### src/rtl/exc_pkg.sv
// Shared types and constants for the exception sequencer.
package exc_pkg;

  // Sequencer states, in the order an exception walks through them.
  typedef enum logic [2:0] {
    IDLE     = 3'd0,
    FLUSH    = 3'd1,
    REDIRECT = 3'd2,
    HANDLER  = 3'd3,
    RETURN   = 3'd4
  } exc_state_e;

  // Cause codes; 0 means no exception.
  localparam logic [2:0] CAUSE_NONE    = 3'd0;
  localparam logic [2:0] CAUSE_SOVF    = 3'd1;
  localparam logic [2:0] CAUSE_UOVF    = 3'd2;
  localparam logic [2:0] CAUSE_ILLEGAL = 3'd3;
  localparam logic [2:0] CAUSE_IMEM    = 3'd4;
  localparam logic [2:0] CAUSE_SYSCALL = 3'd5;
  localparam logic [2:0] CAUSE_DMEM    = 3'd6;

  // Flush masks, bit order {MEM/WB, EX/MEM, ID/EX, IF/ID}.
  localparam logic [3:0] MASK_NONE     = 4'b0000;
  localparam logic [3:0] MASK_ID       = 4'b0001;
  localparam logic [3:0] MASK_EXE      = 4'b0011;
  localparam logic [3:0] MASK_MEM      = 4'b0111;
  localparam logic [3:0] MASK_NOSTAGE  = 4'b0001;
  localparam logic [3:0] MASK_REDIRECT = 4'b0001;

endpackage

### src/rtl/exc_src_select.sv
// Age-priority pick of the faulting PC and flush mask: the oldest stage wins.
module exc_src_select
  import exc_pkg::*;
(
  input  logic        i_exc_id,
  input  logic        i_exc_exe,
  input  logic        i_exc_mem,
  input  logic [31:0] i_pc_id,
  input  logic [31:0] i_pc_exe,
  input  logic [31:0] i_pc_mem,
  output logic [31:0] o_epc,
  output logic [3:0]  o_mask
);

  // MEM holds the oldest instruction, then EXE, then ID; no flag means EPC 0.
  always_comb begin
    o_epc  = 32'd0;
    o_mask = MASK_NOSTAGE;
    if (i_exc_mem) begin
      o_epc  = i_pc_mem;
      o_mask = MASK_MEM;
    end else if (i_exc_exe) begin
      o_epc  = i_pc_exe;
      o_mask = MASK_EXE;
    end else if (i_exc_id) begin
      o_epc  = i_pc_id;
      o_mask = MASK_ID;
    end
  end

endmodule

### src/rtl/exception_sequencer.sv
// Exception sequencer: latches EPC/CAUSE, flushes the pipeline, redirects
// fetch to the cause handler and back to EPC + RET_OFFSET on return.
module exception_sequencer
  import exc_pkg::*;
#(
  parameter logic [31:0] VECTOR_BASE   = 32'h0000_0100,
  parameter logic [31:0] VECTOR_STRIDE = 32'd16,
  parameter logic [31:0] RET_OFFSET    = 32'd1
) (
  input  logic        clk,
  input  logic        reset,
  input  logic        exception_in,
  input  logic        exception_ID_in,
  input  logic        exception_EXE_in,
  input  logic        exception_MEM_in,
  input  logic [2:0]  cause_in,
  input  logic [31:0] PC_ID_in,
  input  logic [31:0] PC_EXE_in,
  input  logic [31:0] PC_MEM_in,
  input  logic        eret_in,
  output logic [3:0]  flush_out,
  output logic        stall_fetch_out,
  output logic        pc_redirect_out,
  output logic [31:0] pc_target_out,
  output logic [31:0] EPC_out,
  output logic [2:0]  CAUSE_out,
  output logic        in_handler_out,
  output logic        double_fault_out,
  output logic [7:0]  exc_count_out
);

  exc_state_e  r_state;
  exc_state_e  w_next_state;
  logic [31:0] r_epc;
  logic [2:0]  r_cause;
  logic [3:0]  r_mask;
  logic [7:0]  r_count;
  logic        r_double_fault;
  logic [31:0] w_sel_epc;
  logic [3:0]  w_sel_mask;
  logic        w_accept;

  function automatic logic [7:0] sat_inc8(input logic [7:0] v);
    return (v == 8'hFF) ? v : v + 8'd1;
  endfunction

  function automatic logic [31:0] vector_addr(input logic [2:0] cause);
    return VECTOR_BASE + ({29'd0, cause} * VECTOR_STRIDE);
  endfunction

  exc_src_select u_src_select (
    .i_exc_id  (exception_ID_in),
    .i_exc_exe (exception_EXE_in),
    .i_exc_mem (exception_MEM_in),
    .i_pc_id   (PC_ID_in),
    .i_pc_exe  (PC_EXE_in),
    .i_pc_mem  (PC_MEM_in),
    .o_epc     (w_sel_epc),
    .o_mask    (w_sel_mask)
  );

  assign w_accept = (r_state == IDLE) && exception_in;

  // State register; reset always lands in IDLE.
  always_ff @(posedge clk) begin
    if (reset) r_state <= IDLE;
    else       r_state <= w_next_state;
  end

  // Exception context, acceptance counter and sticky double-fault flag.
  always_ff @(posedge clk) begin
    if (reset) begin
      r_epc          <= 32'd0;
      r_cause        <= CAUSE_NONE;
      r_mask         <= MASK_NONE;
      r_count        <= 8'd0;
      r_double_fault <= 1'b0;
    end else begin
      if (w_accept) begin
        r_epc   <= w_sel_epc;
        r_cause <= cause_in;
        r_mask  <= w_sel_mask;
        r_count <= sat_inc8(r_count);
      end
      if ((r_state != IDLE) && exception_in) r_double_fault <= 1'b1;
    end
  end

  // Next-state logic and state-decoded outputs (no path from exception_in).
  always_comb begin
    w_next_state    = r_state;
    flush_out       = MASK_NONE;
    stall_fetch_out = 1'b0;
    pc_redirect_out = 1'b0;
    pc_target_out   = 32'd0;
    in_handler_out  = 1'b0;
    case (r_state)
      IDLE: begin
        if (exception_in) w_next_state = FLUSH;
      end
      FLUSH: begin
        flush_out       = r_mask;
        stall_fetch_out = 1'b1;
        w_next_state    = REDIRECT;
      end
      REDIRECT: begin
        pc_redirect_out = 1'b1;
        flush_out       = MASK_REDIRECT;
        pc_target_out   = vector_addr(r_cause);
        w_next_state    = HANDLER;
      end
      HANDLER: begin
        in_handler_out = 1'b1;
        if (eret_in) w_next_state = RETURN;
      end
      RETURN: begin
        pc_redirect_out = 1'b1;
        pc_target_out   = r_epc + RET_OFFSET;
        flush_out       = MASK_REDIRECT;
        in_handler_out  = 1'b1;
        w_next_state    = IDLE;
      end
      default: w_next_state = IDLE;
    endcase
  end

  assign EPC_out          = r_epc;
  assign CAUSE_out        = r_cause;
  assign double_fault_out = r_double_fault;
  assign exc_count_out    = r_count;

endmodule

### config.mk
export PLATFORM = sky130hd
export DESIGN_NAME = exception_sequencer
export DESIGN_NICKNAME = d
export VERILOG_FILES = /design/src/rtl/exc_pkg.sv /design/src/rtl/exc_src_select.sv /design/src/rtl/exception_sequencer.sv
export SDC_FILE = /design/constraint.sdc
export NUM_CORES = 1
export LEC_CHECK = 0
export ABC_AREA = 1
export BUFFER_PORTS_ARGS = -buffer_cell sky130_fd_sc_hd__buf_2
export CAP_MARGIN = 15
export CORE_MARGIN = 4
export CORE_UTILIZATION = 51
export CTS_CLUSTER_DIAMETER = 50
export DETAILED_ROUTE_END_ITERATION = 10
export PLACE_DENSITY = 0.94
export SYNTH_ARGS = -nofsm -noshare
export SYNTH_HDL_FRONTEND = slang
export SYNTH_SLANG_ARGS = --single-unit
export TNS_END_PERCENT = 50
### constraint.sdc
create_clock -name clk -period 2.83 [get_ports clk]
set_input_delay 0.1415 -clock clk [delete_from_list [all_inputs] [get_ports clk]]
set_output_delay 0.1415 -clock clk [all_outputs]
set_load 0.01 [all_outputs]
# [Word level (Yosys, flattened, before mapping)]
# Cells that the tools add are included.
[classes] eq_ne=7 bitwise=1 muxes=13 add_sub_neg=3 reduce_logical=8
[ops] cell="$mux W32" n=3
[ops] cell="$pmux W32 S2" n=1
[ops] cell="$add A32 B1 Y32 const B" n=1
[ops] cell="$pmux W3 S4" n=1
[ops] cell="$add A9 B7 Y10 const A" n=1
[ops] cell="$add A8 B1 Y8 const B" n=1
[ops] cell="$eq A8 B8 Y1 const B" n=1
[ops] cell="$pmux W4 S2" n=1
[ops] cell="$eq A3 B2 Y1 const B" n=2
[ops] cell="$mux W3" n=2
[ops] cell="$mux W4" n=1
[ops] cell="$ne A2 B2 Y1 const B" n=2
[ops] cell="$reduce_and A2 Y1" n=2
[ops] cell="$reduce_or A2 Y1" n=2
[ops] cell="$eq A3 B1 Y1 const B" n=1
[ops] cell="$eq A3 B3 Y1 const B" n=1
[ops] cell="$logic_not A3 Y1" n=1
[ops] cell="$mux W1" n=3
[ops] cell="$reduce_bool A3 Y1" n=1
[ops] cell="$logic_and A1 B1 Y1" n=2
[ops] cell="$mux W2" n=1
[ops] cell="$not A1 Y1" n=1
[word_totals] inputBits=106 word_cells=38 output_inout_bits=83 reg_bits=51

# [Longest topological paths before layout]
# Gate-level depths: netlist (run 1).
[depth] word_depth=3 ltp_mapped=9 ltp_nobuf=9

# [Hierarchy]
# A second synthesis (run 1) with hierarchy kept.
[unflattened] cells_unflattened=744 hier_area_um2=4083.9
[by_module_without_submodules] module="exception_sequencer" seq_area_each_um2=1021.0 cells_each=497 instances=1 area_per_inst_um2=3078.0
[by_module_without_submodules] module="exc_src_select" seq_area_each_um2=0.0 cells_each=247 instances=1 area_per_inst_um2=1006.0

# [Worst setup path before layout (run 1)]
# No wires, ideal clock.
[synth_path] path_kind="register to output" startpoint="reg r_epc[0], in the netlist EPC_out[0]" endpoint="out pc_target_out[18]" path_buffers=0 setup_slack_ps=1221 t_required_ps=2689 stages_incl_launch_ff=8 arrival_ps=1467 path_cell_list="dfxtp_1 -> ha_1 -> nand3_1 -> nor2_1 -> nand2_1 -> o21ai_0 -> nand2_1 -> nor2_1"
[synth_between] elab_chain_len=2
[synth_lines] item="start, declared" line="exception_sequencer.sv:34" text="logic [31:0] r_epc;"
[synth_lines] item="start signal, assigned" line="exception_sequencer.sv:80" text="r_epc <= w_sel_epc;"
[synth_lines] item="$add A32 B1 Y32" line="exception_sequencer.sv:118" text="pc_target_out = r_epc + RET_OFFSET;"
[synth_lines] item="$pmux W32 S2" line="exception_sequencer.sv:97" text="case (r_state)"
[synth_lines] item="end, declared" line="exception_sequencer.sv:24" text="output logic [31:0] pc_target_out,"
# No other way between the ends.

# [Worst setup path after layout (run 1)]
[layout_path] startpoint="reg r_epc[0], in the netlist EPC_out[0]" endpoint="out pc_target_out[28]"
# The elaborated chain is that of the path after synthesis.

==> summary.md, run 1 <==
| Metric | Value |
|---|---|
| Critical path's top delay family | `simple AND/OR/NAND/NOR gates` |
| Yosys top cell area share | `0.256` |
| Min cycle time layout | `2.18 ns` |
| Final worst path period share | `0.770` |
| Arr. time, crit path | `2.04 ns` |
| R2R Setup Slk | `0.98 ns` |
| Post-CTS resize count | `0` |
| # diodes | `0` |
| Drt drc | `0` |
| Detailed-route via count | `4911` |
| Post-synth EDFFs | `0` |
| Clock Tree Root | `clkbuf_8` |
| Post-synth net total | `814` |
| CTS Hold Bufs | `0` |
| Switching portion of total power | `0.383` |
| Worst r2r path cells | `7` |
| Area Overhead vs Synth | `26.1%` |
| Status | `complete, no violations` |
| Post-Syn Area | `3910 µm²` |
| Nets@finish | `978` |
| Crit Path Max Fanout | `10` |
| HPWL Detailed | `9860 µm` |
| Critical Path Start Type | `register` |
| Logic pwr share | `0.306` |
| Worst slew margin | `0.403` |
| Final worst setup slack | `0.651 ns` |
| Pre-CTS setup slack | `0.985 ns` |
| RSZ-0062 raised after global routing | `no` |
| Worst hold start | `reset` |
| Clock skew | `0.00935 ns` |
| Worst slew pin tran | `0.895 ns` |
| CP cell instances | `ha_1 > nand2_1 > nor2_1 > inv_1 > nor2_1 > nand2_1 > nand2_1 > nand2_1 > nor2_1 > buf_2` |
| Worst path required time | `2.69 ns` |
| Post-CTS Setup Inserts | `0` |
| Via density | `approximately 5.1` |
| DR pass1 iterations | `5` |
| Dominant cells by area after synthesis | `dfxtp_1 (26%), nand2_1 (25%), nor2_1 (8.5%)` |
| Syn_area_per_cell | `5.55 µm²` |
| Clk slew on worst S/H paths | `0.10 ns` |
| Wire per inst | `12.8 µm` |
| Max stage delay on crit path | `0.54 ns` |
| Setup violations, final | `0` |
| Pwr dens | `400 nW/µm²` |
| Share of layout cells above drive strength 1 | `0.254` |
| Initial antenna violation count | `0` |
| Fin Setup TNS | `0 ns` |
| #FFs+latches synth | `50` |
| Fmax | `0.459 GHz` |
| Clock share of power | `0.221` |
| MaxCap Viol Count | `0` |
| R2R Path Start | `r_state[2]` |
| Post-synth top area cell | `dfxtp_1` |
| Initial Util | `0.531` |
| CP endpoint kind | `output port` |
| Max clock buf depth | `2` |
| Leak | `2.56 nW` |
| Top FF cell, synth | `dfxtp_1` |
| Flop pwr share | `0.473` |
| Hold crit path type | `primary input to register` |
| Hold depth | `2` |
| First-pass GRT wire length | `20000 µm` |
| Most used cell, CP | `nand2_1` |
| Distinct cells, synth | `30` |
| Grt total ovfl | `0` |
| Synth cell count leaders | `nand2_1 (257), nor2_1 (89), inv_1 (76), o21ai_0 (54), nand3_1 (53)` |
| Fillers | `723` |
| Post-Syn Instances | `705` |
| I/O Pins | `between 150 and 200` |
| Pint | `around 1.2 mW` |
| WS Path Type | `register to output port` |
| Die X | `between 90 and 100 µm` |
| Seq/Total Area, Yosys | `0.256` |
| WP buf/inv | `2` |
| PortBufs | `187` |
| Site Rows | `31` |
| 1st-iter DRT viols | `208` |
| Overall routing resource usage | `0.272` |
| Final Wtd Congestion | `about 0.97` |
| Critical path startpoint | `EPC_out[0]` |
| Number of global-route vias before repair | `4379` |
| Die area | `9140 µm²` |
| Fin. max-slew vios | `0` |
| Min-Delay Endpoint | `r_mask[0]` |
| Final hold vios | `0` |
| TritonCTS clock tree | `built` |
| Yosys warning total | `0` |
| Worst VDD drop | `0.245 mV` |
| FF-to-FF End | `exc_count_out[7]` |
| Slowest cell on crit path | `dfxtp_1` |
| Die Ht | `95.6 µm` |
| Clock sink count | `50` |
| Worst-skew pair later-pin latency | `0.30 ns` |
| Htree depth | `2` |
| Num CTS Buffers | `5` |
| Final Routed Wirelength | `12400 µm` |
| Top-count cell post-synth | `nand2_1` |
| Final antenna-violating net count | `0` |
| NetSw | `756 µW` |
| Ys async rst share | `0` |
| Core area | `7370 µm²` |
| Pin count of the biggest net entering global routing | `66` |
==> stage by stage <==
step	hold slack, ns	total power, mW	instance area (µm²)	utilization	cells
finish	0.0728	1.97	4930	0.669	969
global route	0.0618	2.11	4930	0.669	969
CTS	0.0716	1.98	4930	0.669	969
detailed placement	0.406	1.55	4840	0.657	961
global placement	0.401	1.54	4840	0.657	961
floorplan	0.211	1.29	3910	-	705
==> final cells by class <==
type                    instances  area (µm²)  area share
clock buffers                   5        68.8      0.0139
clock inverters                 3        23.8     0.00482
inverters                      86         323      0.0654
multi-input cells             535        2410       0.489
flip-flops and latches         50        1000       0.203
well taps                      99         124      0.0251
repair buffers                191         978       0.198
==> cell usage in the layout (no fill, tap or decap) <==
| cell | netlist | layout |
|---|---|---|
| buf_12 | 0 | 1 |
| o21ai_0 | 54 | 54 |
| nand4_1 | 1 | 1 |
| a211oi_1 | 1 | 1 |
| ha_1 | 3 | 3 |
| buf_2 | 17 | 187 |
| inv_1 | 76 | 76 |
| a21oi_2 | 1 | 1 |
| a31oi_1 | 1 | 1 |
| or2_2 | 2 | 2 |
| inv_6 | 0 | 1 |
| nand3_1 | 53 | 53 |
| nand2_2 | 2 | 2 |
| clkbuf_8 | 0 | 5 |
| dfxtp_1 | 50 | 50 |
| nor2_4 | 2 | 2 |
| xnor2_1 | 3 | 3 |
| conb_1 | 1 | 1 |
| nand2_1 | 257 | 257 |
| xor2_1 | 3 | 3 |
| nor3_2 | 1 | 1 |
| o21bai_1 | 1 | 1 |
| nor2_2 | 4 | 4 |
| buf_4 | 5 | 3 |
| a21oi_1 | 15 | 15 |
| nand3_2 | 1 | 1 |
| o211ai_1 | 33 | 33 |
| inv_2 | 9 | 9 |
| clkinvlp_4 | 0 | 2 |
| nor3_1 | 7 | 7 |
| nor2_1 | 89 | 89 |
| clkinv_1 | 1 | 1 |
==> sequential cells by signal (all words and copies together), names as in the netlist <==
signal and cells:
EPC_out 32, exc_count_out 8, CAUSE_out 3, r_mask 3
r_state 3, double_fault_out 1
==> power by group through the flow <==
stage | Sequential [mW] | Combinational [mW] | Clock, mW
2_1_floorplan | 0.926 | 0.364 | 0
3_3_place_gp | 0.942 | 0.593 | 0
3_5_place_dp | 0.943 | 0.606 | 0
4_1_cts | 0.927 | 0.609 | 0.442
5_1_grt | 0.945 | 0.690 | 0.476
6_report | 0.933 | 0.605 | 0.436
==> worst max path at each step <==
stage,end,depth (start not counted)
floorplan,pc_target_out[18],7
global placement,pc_target_out[28],10
detailed placement,exc_count_out[7],7
CTS,pc_target_out[28],10
global route,pc_target_out[18],8
finish,pc_target_out[28],10
==> worst register-to-register path, stage by stage, from the launching register on <==
cell and delay [ns]:
dfxtp_1 0.36, nor2_4 0.15, nand3_2 0.23, inv_2 0.42, nand2_1 0.26, o21ai_0 0.21, nand2_1 0.06, nor2_1 0.09
==> layer usage <==
layer	vias to the layer above	share of wire	GRT usage
li1	2560	-	-
met1	2124	0.41	0.336
met2	203	0.49	0.481
met3	24	0.086	0.0513
met4	0	0.019	0.0711
met5	-	0	0
==> cells by family after synthesis <==
kind of cell,Yosys count,synth area share
and+or+nand+nor,419,0.434
buffers and inverters,120,0.127
AOI/OAI and AO/OA,106,0.159
DFF,50,0.256
xor gates and xnor gates,6,0.0134
adders and majority gates,3,0.00959
other,1,0.000958
No activity file was read; power rests on OpenSTA's default activity.
==> inputs of run 2 (changes only) <==
Settings changed: ABC_AREA 1 to 0, CORE_UTILIZATION 51 to 45, PLACE_DENSITY 0.94 to 0.88.
Clock period 2.83 ns to 2.1 ns, I/O delays scaled along.
==> summary.md, run 2 <==
| Metric | Value |
|---|---|
| Initial Util | `0.468 (was 0.531)` |
| Worst slew pin tran | `0.726 ns (was 0.895 ns)` |
| DR pass1 iterations | `5 (unchanged)` |
| WS Path Type | `register to output port (unchanged)` |
| Hold depth | `2 (unchanged)` |
| Yosys warning total | `0 (unchanged)` |
| Final worst path period share | `1.13` |
| Number of global-route vias before repair | `4110 (was 4379)` |
| Logic pwr share | `0.300 (was 0.306)` |
| Post-synth top area cell | `dfxtp_1 (unchanged)` |
| Flop pwr share | `0.454 (was 0.473)` |
| Worst slew margin | `0.516 (was 0.403)` |
| Yosys top cell area share | `0.290 (was 0.256)` |
| Final hold vios | `0 (unchanged)` |
| Top-count cell post-synth | `a21oi_1 (was nand2_1)` |
| HPWL Detailed | `9300 µm (was 9860 µm)` |
| Top FF cell, synth | `dfxtp_1 (unchanged)` |
| Slowest cell on crit path | `or4_4 (was dfxtp_1)` |
| Dominant cells by area after synthesis | `dfxtp_1 (29%), a221o_1 (9.3%), a21oi_1 (8.3%) (was dfxtp_1 (26%), nand2_1 (25%), nor2_1 (8.5%))` |
| Placed Instances | `750 (was 961)` |
| Worst path required time | `2.00 ns (was 2.69 ns)` |
| Syn_area_per_cell | `7.34 µm² (was 5.55 µm²)` |
| Initial antenna violation count | `0 (unchanged)` |
| Die Ht | `95.5 µm (was 95.6 µm)` |
| Arr. time, crit path | `2.28 ns (was 2.04 ns)` |
| Worst hold start | `eret_in (was reset)` |
| Pwr dens | `478 nW/µm² (was 400 nW/µm²)` |
| CP cell instances | `nand4_1 > or4_4 > buf_12 > buf_16 > or3_4 > a21oi_2 > buf_2 (was ha_1 > nand2_1 > nor2_1 > inv_1 > nor2_1 > nand2_1 > nand2_1 > nand2_1 > nor2_1 > buf_2)` |
| Hold crit path type | `primary input to register (unchanged)` |
| Min cycle time layout | `2.38 ns` |
| Clock sink count | `50 (unchanged)` |
| Final worst setup slack | `-0.281 ns (was 0.651 ns)` |
| Seq/Total Area, Yosys | `0.290 (was 0.256)` |
| Post-synth EDFFs | `0 (unchanged)` |
| Leak | `2.22 nW (was 2.56 nW)` |
| Clock Tree Root | `clkbuf_8 (unchanged)` |
| CTS Hold Bufs | `0 (unchanged)` |
| Final Wtd Congestion | `0.876 (was 0.966)` |
| NetSw | `809 µW (was 756 µW)` |
| Failing checks | `negative setup slack` |
| Fillers | `638 (was 723)` |
| R2R Path Start | `r_state[2] (unchanged)` |
| Number of flip-flops in the largest register | `32 (unchanged)` |
| Crit Path Max Fanout | `7 (was 10)` |
| Post-Syn Area | `3450 µm² (was 3910 µm²)` |
| Clock skew | `0.0128 ns (was 0.00935 ns)` |
| Distinct cells, synth | `47 (was 30)` |
| Min-Delay Endpoint | `r_state[1] (was r_mask[0])` |
| Critical Path Start Type | `register (unchanged)` |
| Wire per inst | `16.4 µm (was 12.8 µm)` |
| Final Routed Wirelength | `12600 µm (was 12400 µm)` |
| Worst r2r path cells | `4 (was 7)` |
| Via density | `5.74 (was 5.07)` |
| RSZ-0062 raised after global routing | `yes (was no)` |
| Clk slew on worst S/H paths | `0.10 ns (about the same)` |
| Fmax | `approximately 0.42 GHz` |
| Leading cell type in the layout, fill and taps excluded | `buf_2 (was nand2_1)` |
| Pint | `1.60 mW (was 1.22 mW)` |
| Ys async rst share | `0 (unchanged)` |
| FF-to-FF End | `exc_count_out[7] (unchanged)` |
| TritonCTS clock tree | `built (unchanged)` |
| Die X | `95.5 µm (was 95.6 µm)` |
| WP buf/inv | `3 (was 2)` |
| Post-Syn Instances | `470 (was 705)` |
| R2R Setup Slk | `0.17 ns (was 0.98 ns)` |
| MaxCap Viol Count | `0 (unchanged)` |
| Synth cell count leaders | `a21oi_1 (57), nand2_1 (56), dfxtp_1 (50), nand3_1 (47), clkbuf_1 (39) (was nand2_1 (257), nor2_1 (89), inv_1 (76), o21ai_0 (54), nand3_1 (53))` |
| Sequential cell area | `1020 µm² (was 1000 µm²)` |
| Area Overhead vs Synth | `45.9% (was 26.1%)` |
| Drt drc | `0 (unchanged)` |
| CP endpoint kind | `output port (unchanged)` |
| Worst VDD drop | `0.352 mV (was 0.245 mV)` |
| Multi-input gate area | `2400 µm² (was 2410 µm²)` |
| Num CTS Buffers | `5 (unchanged)` |
| First-pass GRT wire length | `19200 µm (was 20000 µm)` |
| Die area | `9130 µm² (was 9140 µm²)` |
| I/O Pins | `189 (unchanged)` |
| Final non-filler cell total | `765 (was 969)` |
| Core area | `7370 µm² (unchanged)` |
| Grt total ovfl | `0 (unchanged)` |
| Nets@finish | `774 (was 978)` |
| Fin. max-slew vios | `0 (unchanged)` |
| #FFs+latches synth | `50 (unchanged)` |
| Status | `finished with violations (was complete, no violations)` |
| Final core occ | `0.683 (was 0.669)` |
| Pin count of the biggest net entering global routing | `43 (was 66)` |
| Commonest cells after routing, fill and taps aside | `buf_2 (187), nand2_1 (56), a21oi_1 (52) (was nand2_1 (257), buf_2 (187), nor2_1 (89))` |
| Final antenna-violating net count | `0 (unchanged)` |
| Post-synth net total | `579 (was 814)` |
| 1st-iter DRT viols | `252 (was 208)` |
| # diodes | `0 (unchanged)` |
| Max clock buf depth | `2 (unchanged)` |
| Share of layout cells above drive strength 1 | `0.432 (was 0.254)` |
| Switching portion of total power | `0.336 (was 0.383)` |
| Htree depth | `2 (unchanged)` |
| Critical path's top delay family | `simple AND/OR/NAND/NOR gates (unchanged)` |
| Max stage delay on crit path | `0.59 ns (was 0.54 ns)` |
| Worst-skew pair later-pin latency | `0.31 ns (was 0.30 ns)` |
| Clock share of power | `0.245 (was 0.221)` |
| PortBufs | `187 (unchanged)` |
| Overall routing resource usage | `0.259 (was 0.272)` |
| Detailed-route via count | `4389 (was 4911)` |
| Site Rows | `31 (unchanged)` |
| Setup violations, final | `16 (was 0)` |
-- run 2: cell types whose count changed in the layout (fill, tap and decap cells not counted), moves of 30 or more --
cell	change
nand2_1	-201
inv_1	-69
nor2_1	-66
o21ai_0	-47
a21oi_1	+37
nand2b_1	+35
a221o_1	+32
o211ai_1	-31
buf_4	+30
-- run 2: power groups by stage --
stage	clock [mW]	combinational (mW)	sequential [mW]
after detailed placement	0	0.693	1.10
after floorplan	0	0.332	1.14
final	0.591	0.722	1.09
after global placement	0	0.672	1.10
after global routing	0.645	0.792	1.10
after CTS	0.595	0.697	1.09
-- run 2: stage by stage --
step	setup TNS (ns)	area (µm²)	power, mW	hold slack, ns	worst slack, ns
4_1_cts	-2.37	4880	2.38	0.0150	-0.240
3_3_place_gp	0	4660	1.77	0.326	0.0401
5_1_grt	-4.19	5030	2.54	0.0177	-0.329
2_1_floorplan	-0.0181	3470	1.48	0.215	-0.0181
6_report	-3.00	5030	2.41	0.0191	-0.281
3_5_place_dp	0	4660	1.80	0.339	0.0121
-- run 2: timing repair --
action / in CTS / in global routing
setup buffers: 2 / 4
setup endpoints to repair: 18 / 25
pin swaps: 19 / 13
resized for setup: 27 / 25
cloned: 1 / 0
-- run 2: metal layers --
metal	vias to the layer above	wire, µm	global-route usage
li1	2125	-	-
met1	2008	4850	0.313
met2	233	6330	0.470
met3	23	1190	0.0434
met4	0	208	0.0687
met5	-	0	0
-- run 2: final cells by class --
| cell class | count | area share |
|---|---|---|
| Clock buffer | 5 | 0.0137 |
| Tap cell | 99 | 0.0246 |
| Timing Repair Buffer | 232 | 0.271 |
| Inverter | 7 | 0.00522 |
| Clock inverter | 3 | 0.00497 |
| Multi-Input combinational cell | 369 | 0.477 |
| Sequential cell | 50 | 0.203 |
-- run 2: worst max path at each step --
stage	startpoint	end	slack (ns)	cells past startpoint
floorplan	EPC_out[4]	pc_target_out[30]	-0.02	7
global route	EPC_out[14]	pc_target_out[23]	-0.33	6
global placement	EPC_out[0]	pc_target_out[20]	0.04	6
detailed placement	EPC_out[7]	pc_target_out[27]	0.01	6
CTS	EPC_out[11]	pc_target_out[22]	-0.24	7
finish	EPC_out[14]	pc_target_out[22]	-0.28	7
-- run 2: kinds of logic after synthesis --
kind of cell / count (synthesis) / synth area share
muxes: 5 / 0.0149
DFF: 50 / 0.290
buffers and inverters: 51 / 0.0595
other: 1 / 0.00109
xor gates and xnor gates: 11 / 0.0279
AOI/OAI and AO/OA: 124 / 0.250
adders and majority gates: 3 / 0.0109
and+or+nand+nor: 225 / 0.346
==> inputs of run 3 (changes only) <==
Settings changed: CORE_UTILIZATION 45 to 49, PLACE_DENSITY 0.88 to 0.94.
Clock period 2.1 ns to 2.8 ns, I/O delays scaled along.
==> summary.md, run 3 (synthesized netlist as in run 2, its figures left out) <==
| Metric | Value |
|---|---|
| Status | `complete, no violations (was finished with violations)` |
| Setup violations, final | `0 (was 16)` |
| Wire per inst | `16.1 µm (was 16.4 µm)` |
| Critical path's top delay family | `simple AND/OR/NAND/NOR gates (unchanged)` |
| DR pass1 iterations | `5 (unchanged)` |
| RSZ-0062 raised after global routing | `no (was yes)` |
| Worst r2r path cells | `4 (unchanged)` |
| Pin count of the biggest net entering global routing | `67 (was 43)` |
| FF-to-FF End | `exc_count_out[7] (unchanged)` |
| Final worst path period share | `0.944` |
| Via density | `5.74 (about the same)` |
| Clock Tree Root | `clkbuf_8 (unchanged)` |
| PortBufs | `187 (unchanged)` |
| 1st-iter DRT viols | `167 (was 252)` |
| Critical Path Start Type | `register (unchanged)` |
| Critical path startpoint | `EPC_out[6] (was EPC_out[14])` |
| Share of layout cells above drive strength 1 | `0.339 (was 0.432)` |
| Core area | `6830 µm² (was 7370 µm²)` |
| Fillers | `602 (was 638)` |
| R2R Setup Slk | `0.57 ns (was 0.17 ns)` |
| Slowest cell on crit path | `or4_4 (unchanged)` |
| Area Overhead vs Synth | `31.1% (was 45.9%)` |
| Initial antenna violation count | `0 (unchanged)` |
| Final Wtd Congestion | `0.841 (was 0.876)` |
| Hold crit path type | `primary input to register (unchanged)` |
| First-pass GRT wire length | `18500 µm (was 19200 µm)` |
| Fin. max-slew vios | `0 (unchanged)` |
| Worst slew pin tran | `1.20 ns (was 0.726 ns)` |
| Detailed-route via count | `4162 (was 4389)` |
| Max stage delay on crit path | `0.68 ns (was 0.59 ns)` |
| R2R Path Start | `r_state[1] (was r_state[2])` |
| Final hold vios | `0 (unchanged)` |
| Grt total ovfl | `0 (unchanged)` |
| Worst slew margin | `0.199 (was 0.516)` |
| TritonCTS clock tree | `built (unchanged)` |
| Drt drc | `0 (unchanged)` |
| # diodes | `0 (unchanged)` |
| Clock sink count | `50 (unchanged)` |
| Die X | `91.9 µm (was 95.5 µm)` |
| Num CTS Buffers | `5 (unchanged)` |
| CP cell instances | `nand4_2 > or4_4 > or4_1 > a21oi_1 > buf_2 (was nand4_1 > or4_4 > buf_12 > buf_16 > or3_4 > a21oi_2 > buf_2)` |
| Fmax | `0.378 GHz` |
| Fin Setup TNS | `0 ns (was -3.00 ns)` |
| Number of global-route vias before repair | `3932 (was 4110)` |
| WS Path Type | `register to output port (unchanged)` |
| Site Rows | `30 (was 31)` |
| CP Capture Point | `pc_target_out[27] (was pc_target_out[22])` |
| Overall routing resource usage | `0.263 (was 0.259)` |
| Post-CTS Setup Inserts | `0 (was 2)` |
| Initial Util | `0.505 (was 0.468)` |
| Max clock buf depth | `2 (unchanged)` |
| Clk slew on worst S/H paths | `0.11 ns (was 0.10 ns)` |
| Final Routed Wirelength | `11700 µm (was 12600 µm)` |
| HPWL Detailed | `8790 µm (was 9300 µm)` |
| WP buf/inv | `1 (was 3)` |
| Total Power | `1.81 mW (was 2.41 mW)` |
| CP Depth | `5 (was 7)` |
| Die area | `8440 µm² (was 9130 µm²)` |
| Htree depth | `2 (unchanged)` |
| I/O Pins | `189 (unchanged)` |
| Crit Path Max Fanout | `16 (was 7)` |
| Arr. time, crit path | `2.50 ns (was 2.28 ns)` |
| Worst VDD drop | `0.215 mV (was 0.352 mV)` |
| Pwr dens | `401 nW/µm² (was 478 nW/µm²)` |
| Number of flip-flops in the largest register | `32 (unchanged)` |
| Leak | `1.96 nW (was 2.22 nW)` |
| Min cycle time layout | `2.64 ns` |
| Commonest cells after routing, fill and taps aside | `buf_2 (187), a21oi_1 (57), nand2_1 (56) (was buf_2 (187), nand2_1 (56), a21oi_1 (52))` |
| Worst path required time | `2.66 ns (was 2.00 ns)` |
| CP endpoint kind | `output port (unchanged)` |
| Fin area | `4520 µm² (was 5030 µm²)` |
| Die Ht | `91.9 µm (was 95.5 µm)` |
| Nets@finish | `737 (was 774)` |
| Final antenna-violating net count | `0 (unchanged)` |
| Leading cell type in the layout, fill and taps excluded | `buf_2 (unchanged)` |
| MaxCap Viol Count | `0 (unchanged)` |
| Worst-skew pair later-pin latency | `0.30 ns (was 0.31 ns)` |
| Placed cell areas | `4390 µm² (was 4660 µm²)` |
| Clock skew | `0.0165 ns (was 0.0128 ns)` |
==> run 3: cell types whose count changed in the layout (fill, tap and decap cells not counted), moves of 5 or more <==
cell     previous run  this run
dfxtp_2            17         2
buf_6               7         0
a21oi_1            52        57
a21oi_2             5         0
dfxtp_1            33        48
buf_4              33         8
==> run 3: worst min-delay path by stage <==
stage,slack (ns),from,to,depth (start not counted)
after floorplan,0.25,eret_in,r_state[1],1
after global placement,0.37,eret_in,r_state[1],2
after detailed placement,0.37,eret_in,r_state[1],2
after CTS,0.04,eret_in,r_state[1],2
after global routing,0.04,eret_in,r_state[1],2
final,0.05,eret_in,r_state[1],2
==> run 3: metal layers <==
layer / GRT usage / up-vias / share of wire
met5: 0 / - / 0
met4: 0.0842 / 0 / 0.018
met3: 0.0459 / 18 / 0.093
met2: 0.484 / 208 / 0.52
met1: 0.309 / 1883 / 0.37
li1: - / 2053 / -
==> run 3: power by group <==
part | internal [mW] | leakage [nW] | switching, mW
clock | 0.271 | 0.0587 | 0.255
combinational | 0.201 | 1.49 | 0.242
sequential | 0.765 | 0.410 | 0.0784
==> run 3: metrics by stage <==
step,std cells,worst slack (ns),hold WS [ns],util
after floorplan,470,0.513,0.250,-
after CTS,725,0.0678,0.0407,0.661
after detailed placement,717,0.300,0.375,0.643
after global placement,717,0.419,0.365,0.643
after global routing,725,0.0141,0.0421,0.662
final,725,0.157,0.0488,0.662
==> run 3: layout make-up <==
class                           count  area (µm²)  area share
Multi-Input combinational cell    369        2260       0.500
Sequential cell                    50        1000       0.222
Timing Repair Buffer              195         996       0.220
Tap cell                           96         120      0.0266
Clock buffer                        5        68.8      0.0152
Clock inverter                      3        47.5      0.0105
Inverter                            7        26.3     0.00581
==> run 3: repair_timing <==
item	4_1_cts	5_1_grt
pin swaps	0	0
gates resized for setup	1	3
hold buffers	0	0
setup endpoints to repair	2	4
==> run 3: worst register-to-register path, delay by kind of cell, from the launching register on <==
kind | cells | cell delay [ns]
mux | 1 | 0.27
compound gates | 1 | 0.38
flops | 1 | 0.43
simple gates | 2 | 1.04
